`src/rtl/shift_left_seq_if.sv`:
```
// shift_left_seq_if: operand/result bundle for the multi-cycle left shifter.
// The master side (pipeline control) issues start with an operand, shift
// amount and mode; the slave side (the shifter) answers with busy, done and
// the result register.
interface shift_left_seq_if;
  logic        start;
  logic [15:0] In;
  logic [3:0]  Cnt;
  logic        Rot;
  logic        busy;
  logic        done;
  logic [15:0] Out;

  modport master (
    output start,
    output In,
    output Cnt,
    output Rot,
    input  busy,
    input  done,
    input  Out
  );

  modport slave (
    input  start,
    input  In,
    input  Cnt,
    input  Rot,
    output busy,
    output done,
    output Out
  );
endinterface

```
`src/rtl/shift_left_seq.sv`:
```
// shift_left_seq: multi-cycle 16-bit left shifter/rotator for the EX stage.
// Shifts 2 bits per cycle (1 bit on a final odd step) and raises a one-cycle
// done strobe when the result register holds the final value.
// Optional feature macro: SHL_ROTATE_EN. When defined, the Rot input selects
// rotate-left; when undefined, the rotate datapath and mode register are
// removed and every operation is a logical (zero-fill) shift.
module shift_left_seq (
  input  logic               clk,
  input  logic               rst,
  shift_left_seq_if.slave    bus
);

  typedef enum logic [1:0] {
    IDLE  = 2'd0,
    SHIFT = 2'd1,
    DONE  = 2'd2
  } state_t;

  state_t      state_q, state_d;
  logic [15:0] data_q,  data_d;
  logic [3:0]  rem_q,   rem_d;
  logic        busy_q,  busy_d;
  logic        done_q,  done_d;

  logic [1:0]  fill2;
  logic        fill1;

`ifdef SHL_ROTATE_EN
  logic        mode_q,  mode_d;

  // Bits fed into the vacated LSBs: the MSBs leaving the word when rotating,
  // zeros otherwise.
  always_comb begin
    fill2 = mode_q ? data_q[15:14] : 2'b00;
    fill1 = mode_q ? data_q[15]    : 1'b0;
  end
`else
  logic        unused_rot;

  // Logical-only build: the mode input has no effect and the LSBs always
  // fill with zeros.
  always_comb begin
    fill2 = 2'b00;
    fill1 = 1'b0;
  end

  assign unused_rot = bus.Rot;
`endif

  // Next-state, datapath and decoded output computation. A start is honoured
  // only outside SHIFT, which allows a reload straight out of DONE.
  always_comb begin
    state_d = state_q;
    data_d  = data_q;
    rem_d   = rem_q;
`ifdef SHL_ROTATE_EN
    mode_d  = mode_q;
`endif
    case (state_q)
      IDLE, DONE: begin
        if (bus.start) begin
          data_d  = bus.In;
          rem_d   = bus.Cnt;
`ifdef SHL_ROTATE_EN
          mode_d  = bus.Rot;
`endif
          state_d = (bus.Cnt == 4'd0) ? DONE : SHIFT;
        end else begin
          state_d = IDLE;
        end
      end
      SHIFT: begin
        if (rem_q >= 4'd2) begin
          data_d = {data_q[13:0], fill2};
          rem_d  = rem_q - 4'd2;
        end else begin
          data_d = {data_q[14:0], fill1};
          rem_d  = 4'd0;
        end
        state_d = (rem_d == 4'd0) ? DONE : SHIFT;
      end
      default: begin
        state_d = IDLE;
      end
    endcase
    busy_d = (state_d == SHIFT);
    done_d = (state_d == DONE);
  end

  // State and registered outputs; reset aborts any operation without a done.
  always_ff @(posedge clk) begin
    if (rst) begin
      state_q <= IDLE;
      data_q  <= 16'h0000;
      rem_q   <= 4'd0;
      busy_q  <= 1'b0;
      done_q  <= 1'b0;
`ifdef SHL_ROTATE_EN
      mode_q  <= 1'b0;
`endif
    end else begin
      state_q <= state_d;
      data_q  <= data_d;
      rem_q   <= rem_d;
      busy_q  <= busy_d;
      done_q  <= done_d;
`ifdef SHL_ROTATE_EN
      mode_q  <= mode_d;
`endif
    end
  end

  assign bus.busy = busy_q;
  assign bus.done = done_q;
  assign bus.Out  = data_q;

endmodule

```
`src/flat_wrapper.sv`:
```
// flat-port wrapper written by rule: the top's interface ports become plain ports
module shift_left_seq_flat 
  (clk, rst, bus_start, bus_In, bus_Cnt, bus_Rot, bus_busy, bus_done, bus_Out);
  shift_left_seq_if bus_i ();
  input  logic clk;
  input  logic rst;
  input wire logic [$bits(bus_i.start)-1:0] bus_start;
  input wire logic [$bits(bus_i.In)-1:0] bus_In;
  input wire logic [$bits(bus_i.Cnt)-1:0] bus_Cnt;
  input wire logic [$bits(bus_i.Rot)-1:0] bus_Rot;
  output wire logic [$bits(bus_i.busy)-1:0] bus_busy;
  output wire logic [$bits(bus_i.done)-1:0] bus_done;
  output wire logic [$bits(bus_i.Out)-1:0] bus_Out;
  assign bus_i.start = bus_start;
  assign bus_i.In = bus_In;
  assign bus_i.Cnt = bus_Cnt;
  assign bus_i.Rot = bus_Rot;
  assign bus_busy = bus_i.busy;
  assign bus_done = bus_i.done;
  assign bus_Out = bus_i.Out;
  shift_left_seq u_core (.clk(clk), .rst(rst), .bus(bus_i));
endmodule
```
`config.mk`:
```
export PLATFORM = sky130hd
export DESIGN_NAME = shift_left_seq_flat
export DESIGN_NICKNAME = d
export VERILOG_FILES = /design/src/rtl/shift_left_seq_if.sv /design/src/rtl/shift_left_seq.sv /design/src/flat_wrapper.sv
export SDC_FILE = /design/constraint.sdc
export NUM_CORES = 1
export LEC_CHECK = 0
export ABC_AREA = 1
export BUFFER_PORTS_ARGS = -buffer_cell sky130_fd_sc_hd__buf_2
export CAP_MARGIN = 10
export CORE_UTILIZATION = 52
export CTS_BUF_LIST = sky130_fd_sc_hd__clkbuf_8
export CTS_CLUSTER_DIAMETER = 120
export DETAILED_ROUTE_END_ITERATION = 8
export GPL_TIMING_DRIVEN = 0
export PLACE_DENSITY = 0.82
export SYNTH_ARGS = -nofsm -noshare
export SYNTH_HDL_FRONTEND = slang
export SYNTH_SLANG_ARGS = --single-unit
```
`constraint.sdc`:
```
create_clock -name clk -period 1.59 [get_ports clk]
set_input_delay 0.159 -clock clk [delete_from_list [all_inputs] [get_ports clk]]
set_output_delay 0.159 -clock clk [all_outputs]
set_load 0.05 [all_outputs]
```
==> metrics.log <==
INFO  metric holdCritStartpoint = rst
INFO  metric synth_warnings = 0
INFO  metric worst_r2r_endpoint = u_core.bus.busy
INFO  metric grt_pass1_wl = roughly 5.3 mm
INFO  metric clock_path_buffers = 2
INFO  metric fin_worst_skew = roughly 0.0021 ns
INFO  metric number_of_failing_hold_endpoints_at_the_final_stage = 0
INFO  metric final-max-slew-violation-count = 0
INFO  metric postCtsSetupRepairBufs = 0
INFO  metric final_antenna_net_count = 0
INFO  metric worstHoldEndpoint = u_core.bus.Out[0]
INFO  metric worstMarginPinSlew = about 0.39 ns
INFO  metric synth.cell_area = 0.00129 sq mm
INFO  metric design.final.nets = about 260
INFO  metric dieArea = approximately 0.0027 sq mm
INFO  metric synth_top_area_cell = sky130_fd_sc_hd__dfxtp_1
INFO  metric core_region_area = between 0.002 and 0.0025 sq mm
INFO  metric synth_sequential_area_ratio = between 30% and 40%
INFO  metric mean_number_of_vias_per_cell = around 5.4
INFO  metric nFillCells = around 220
INFO  metric max_cap_violations = 0
INFO  metric crit_type = reg -> reg
INFO  metric layout.cells.most_common = sky130_fd_sc_hd__buf_2
INFO  metric wl_met1 = about 1.5 mm
INFO  metric wl = 3.20 mm
INFO  metric die_boundary_width = 51.8 um
INFO  metric detailroute.wirelength.met2 = 1.54 mm
INFO  metric ir_worst_vdd = roughly 0.86 mV
INFO  metric grt_pass1_vias = 1275
INFO  metric worst-endpoint-required = between 1.5 and 2 ns
INFO  metric critPathMostFrequentCell = sky130_fd_sc_hd__nand2_1
INFO  metric cellLeakagePower = just under 0.8 nW
INFO  metric syn2layout_area_growth = 22.1%
INFO  metric maxSlewHeadroom = about 74%
INFO  metric timing.reg2reg.worst_path_depth = 9
INFO  metric clkSlewWorstSetupHoldPaths = approximately 0.09 ns
INFO  metric layout_min_cycle_time = approximately 1.4 ns
INFO  metric post-route-period-util = around 88%
INFO  metric place.detailed.hpwl = ~2.4 mm
INFO  metric post_cts_resize_count = 0
INFO  metric post-route-cell-area = 0.00158 sq mm
INFO  metric seqCellArea = 480 sq um
INFO  metric critical_path_source_type = flip-flop
INFO  metric synth_cells = about 190
INFO  metric grtUsageTotal = 26.4%
INFO  metric crit_chain = inv_2 -> ha_1 -> inv_1 -> nand2_1 -> nand2_1 -> nand2_1 -> nand3_1 -> nand2_1 -> nor2_1
INFO  metric critPathArrivalTime = about 1.5 ns
INFO  metric io_pins = 42
INFO  metric run_status = completed
INFO  metric placement.cell_area = between 0.0015 and 0.002 sq mm
INFO  metric place.port_buffers = 40
INFO  metric router_iterations_before_antenna_repair = 4
INFO  metric die-height = between 50 and 60 um
INFO  metric setup-tns-final = 0 ns
INFO  metric grt_setup_unrepaired = false
INFO  metric mappedNetlistNets = 217
INFO  metric crit_path_end_kind = flip-flop
INFO  metric timing.hold.worst_path_depth = 2
INFO  metric core.rowCount = 17
INFO  metric power-per-cell-area = 1290 mW/mm^2
INFO  metric multi_input_comb_area = about 660 sq um
INFO  metric routed_vias = between 1k and 1.5k
INFO  metric regToRegSetupSlack = ~0.20 ns
INFO  metric hold_buffers = 0
INFO  metric numCtsBuffers = 3
INFO  metric clk_latency = 0.27 ns
INFO  metric timing.critical_path.fanout_max = 17
INFO  metric route.detailed.drc = 0
INFO  metric syn-mean-instance-area = 6.72 sq um
INFO  metric most-common-layout-cells = 42 x sky130_fd_sc_hd__buf_2, 31 x sky130_fd_sc_hd__nand3_1, 31 x sky130_fd_sc_hd__o21ai_0
INFO  metric clock_sinks = 24
INFO  metric h-tree-depth = 1
INFO  metric number_of_antenna_violations_at_the_first_check_in_global_routing = 0
INFO  metric hp-class = in -> reg
INFO  metric drive_gt1_share = 24.3%
INFO  metric clockRootBuffer = sky130_fd_sc_hd__clkbuf_8
INFO  metric ys_seq_elements = 24
INFO  metric netlist.area_leader.share = 37.2%
INFO  metric synth_top_cells_by_area = sky130_fd_sc_hd__dfxtp_1 37%, sky130_fd_sc_hd__o21ai_0 12%, sky130_fd_sc_hd__nand3_1 12%
INFO  metric timing.critical_path.slowest_cell_delay = 0.33 ns
INFO  metric slowest_stage = sky130_fd_sc_hd__dfxtp_1
INFO  metric route.detailed.wl_per_inst = ~12 um
INFO  metric gr-total-overflow = 0
INFO  metric worst_r2r_startpoint = u_core.rem_q[1]
INFO  metric grt_max_degree = 14
INFO  metric inserted_diodes = 0
INFO  metric route.met3.wl = roughly 120 um
INFO  metric drt-initial-drc-count = 30
INFO  metric cts_tree = yes
INFO  metric max_freq = 0.718 GHz
INFO  metric gp_congestion = between 0.8 and 0.9
INFO  metric finalSetupViolCount = 0
INFO  metric routed.top_layer = met4
INFO  metric post-layout-total-power = 2.04 mW
INFO  metric yosysUniqueCellTypes = 24
INFO  metric floorplan.initialDensity = roughly 57%
synth_stat cells:
library cell	instances
sky130_fd_sc_hd__nand3_1	31
sky130_fd_sc_hd__a21oi_1	17
sky130_fd_sc_hd__nand3b_1	1
sky130_fd_sc_hd__buf_2	3
sky130_fd_sc_hd__dfxtp_1	24
sky130_fd_sc_hd__o21ai_0	32
sky130_fd_sc_hd__buf_6	1
sky130_fd_sc_hd__nor3b_1	1
sky130_fd_sc_hd__o22ai_1	1
sky130_fd_sc_hd__nand2_1	30
sky130_fd_sc_hd__nor2_4	1
sky130_fd_sc_hd__buf_1	1
sky130_fd_sc_hd__nor2_1	9
sky130_fd_sc_hd__nand2_2	1
sky130_fd_sc_hd__nand4_1	1
sky130_fd_sc_hd__buf_4	1
sky130_fd_sc_hd__inv_2	3
sky130_fd_sc_hd__clkbuf_2	1
sky130_fd_sc_hd__a31oi_1	2
sky130_fd_sc_hd__clkbuf_1	1
sky130_fd_sc_hd__inv_1	25
sky130_fd_sc_hd__ha_1	1
sky130_fd_sc_hd__o211ai_1	1
sky130_fd_sc_hd__nand2_4	3
power by group:
part / total, mW / leakage, nW / switching [mW] / internal, mW
clock: 0.419 / 0.0288 / 0.198 / 0.221
combinational: 0.872 / 0.550 / 0.620 / 0.252
sequential: 0.746 / 0.198 / 0.0584 / 0.687
sequential cells by signal, summed over array words and instances (netlist names):
signal / flops
u_core.bus.done: 1
u_core.state_q: 2
u_core.bus.Out: 16
u_core.bus.busy: 1
u_core.rem_q: 4
critical path, delay by kind of cell (launching register included):
kind | cells | cell delay (ns)
simple gates | 6 | 0.44
fa+ha+maj | 1 | 0.22
buf+inv | 2 | 0.28
flops | 1 | 0.33
layer usage:
layer	GRT usage (%)	up-vias
met3	3.51	6
met4	12.2	0
met5	0	-
li1	-	720
met2	43.9	39
met1	33.5	668
how the worst max path moves through the flow:
stage | end | slack (ns) | cells after the start | start
finish | u_core.bus.busy | 0.20 | 9 | u_core.rem_q[1]
global route | u_core.bus.busy | 0.05 | 7 | u_core.rem_q[1]
CTS | u_core.bus.busy | 0.06 | 8 | u_core.rem_q[1]
detailed placement | u_core.bus.busy | 0.08 | 8 | u_core.rem_q[1]
global placement | u_core.bus.busy | 0.09 | 8 | u_core.rem_q[1]
floorplan | u_core.bus.busy | 0.24 | 8 | u_core.rem_q[1]
cell type report:
| class | count | share of cell area [%] |
|---|---|---|
| sequential | 24 | 30.5 |
| tap | 28 | 2.22 |
| buffer | 7 | 2.62 |
| multi-input combinational | 132 | 41.8 |
| clock buffer | 4 | 3.49 |
| timing repair buffer | 40 | 12.7 |
| inverter | 28 | 6.67 |
cell families (layout without fill, tap and decap cells):
kind of cell | Yosys count | count (layout) | share of synthesized area, %
flip-flops | 24 | 24 | 37.2
AND/OR/NAND/NOR | 78 | 78 | 29.0
AO/OA/AOI/OAI | 53 | 53 | 21.0
adder cells (fa/ha/maj) | 1 | 1 | 0.970
buffers and inverters | 36 | 79 | 11.7
stage by stage:
stage	util [%]	setup WS, ns	std cells	hold WS, ns
3_3_place_gp	67.0	0.0891	260	0.375
5_1_grt	69.2	0.0503	263	0.101
2_1_floorplan	-	0.235	192	0.228
3_5_place_dp	67.0	0.0755	260	0.388
6_report	69.2	0.197	263	0.0993
4_1_cts	69.4	0.0579	264	0.0997
(Power assumes the default switching activity.)
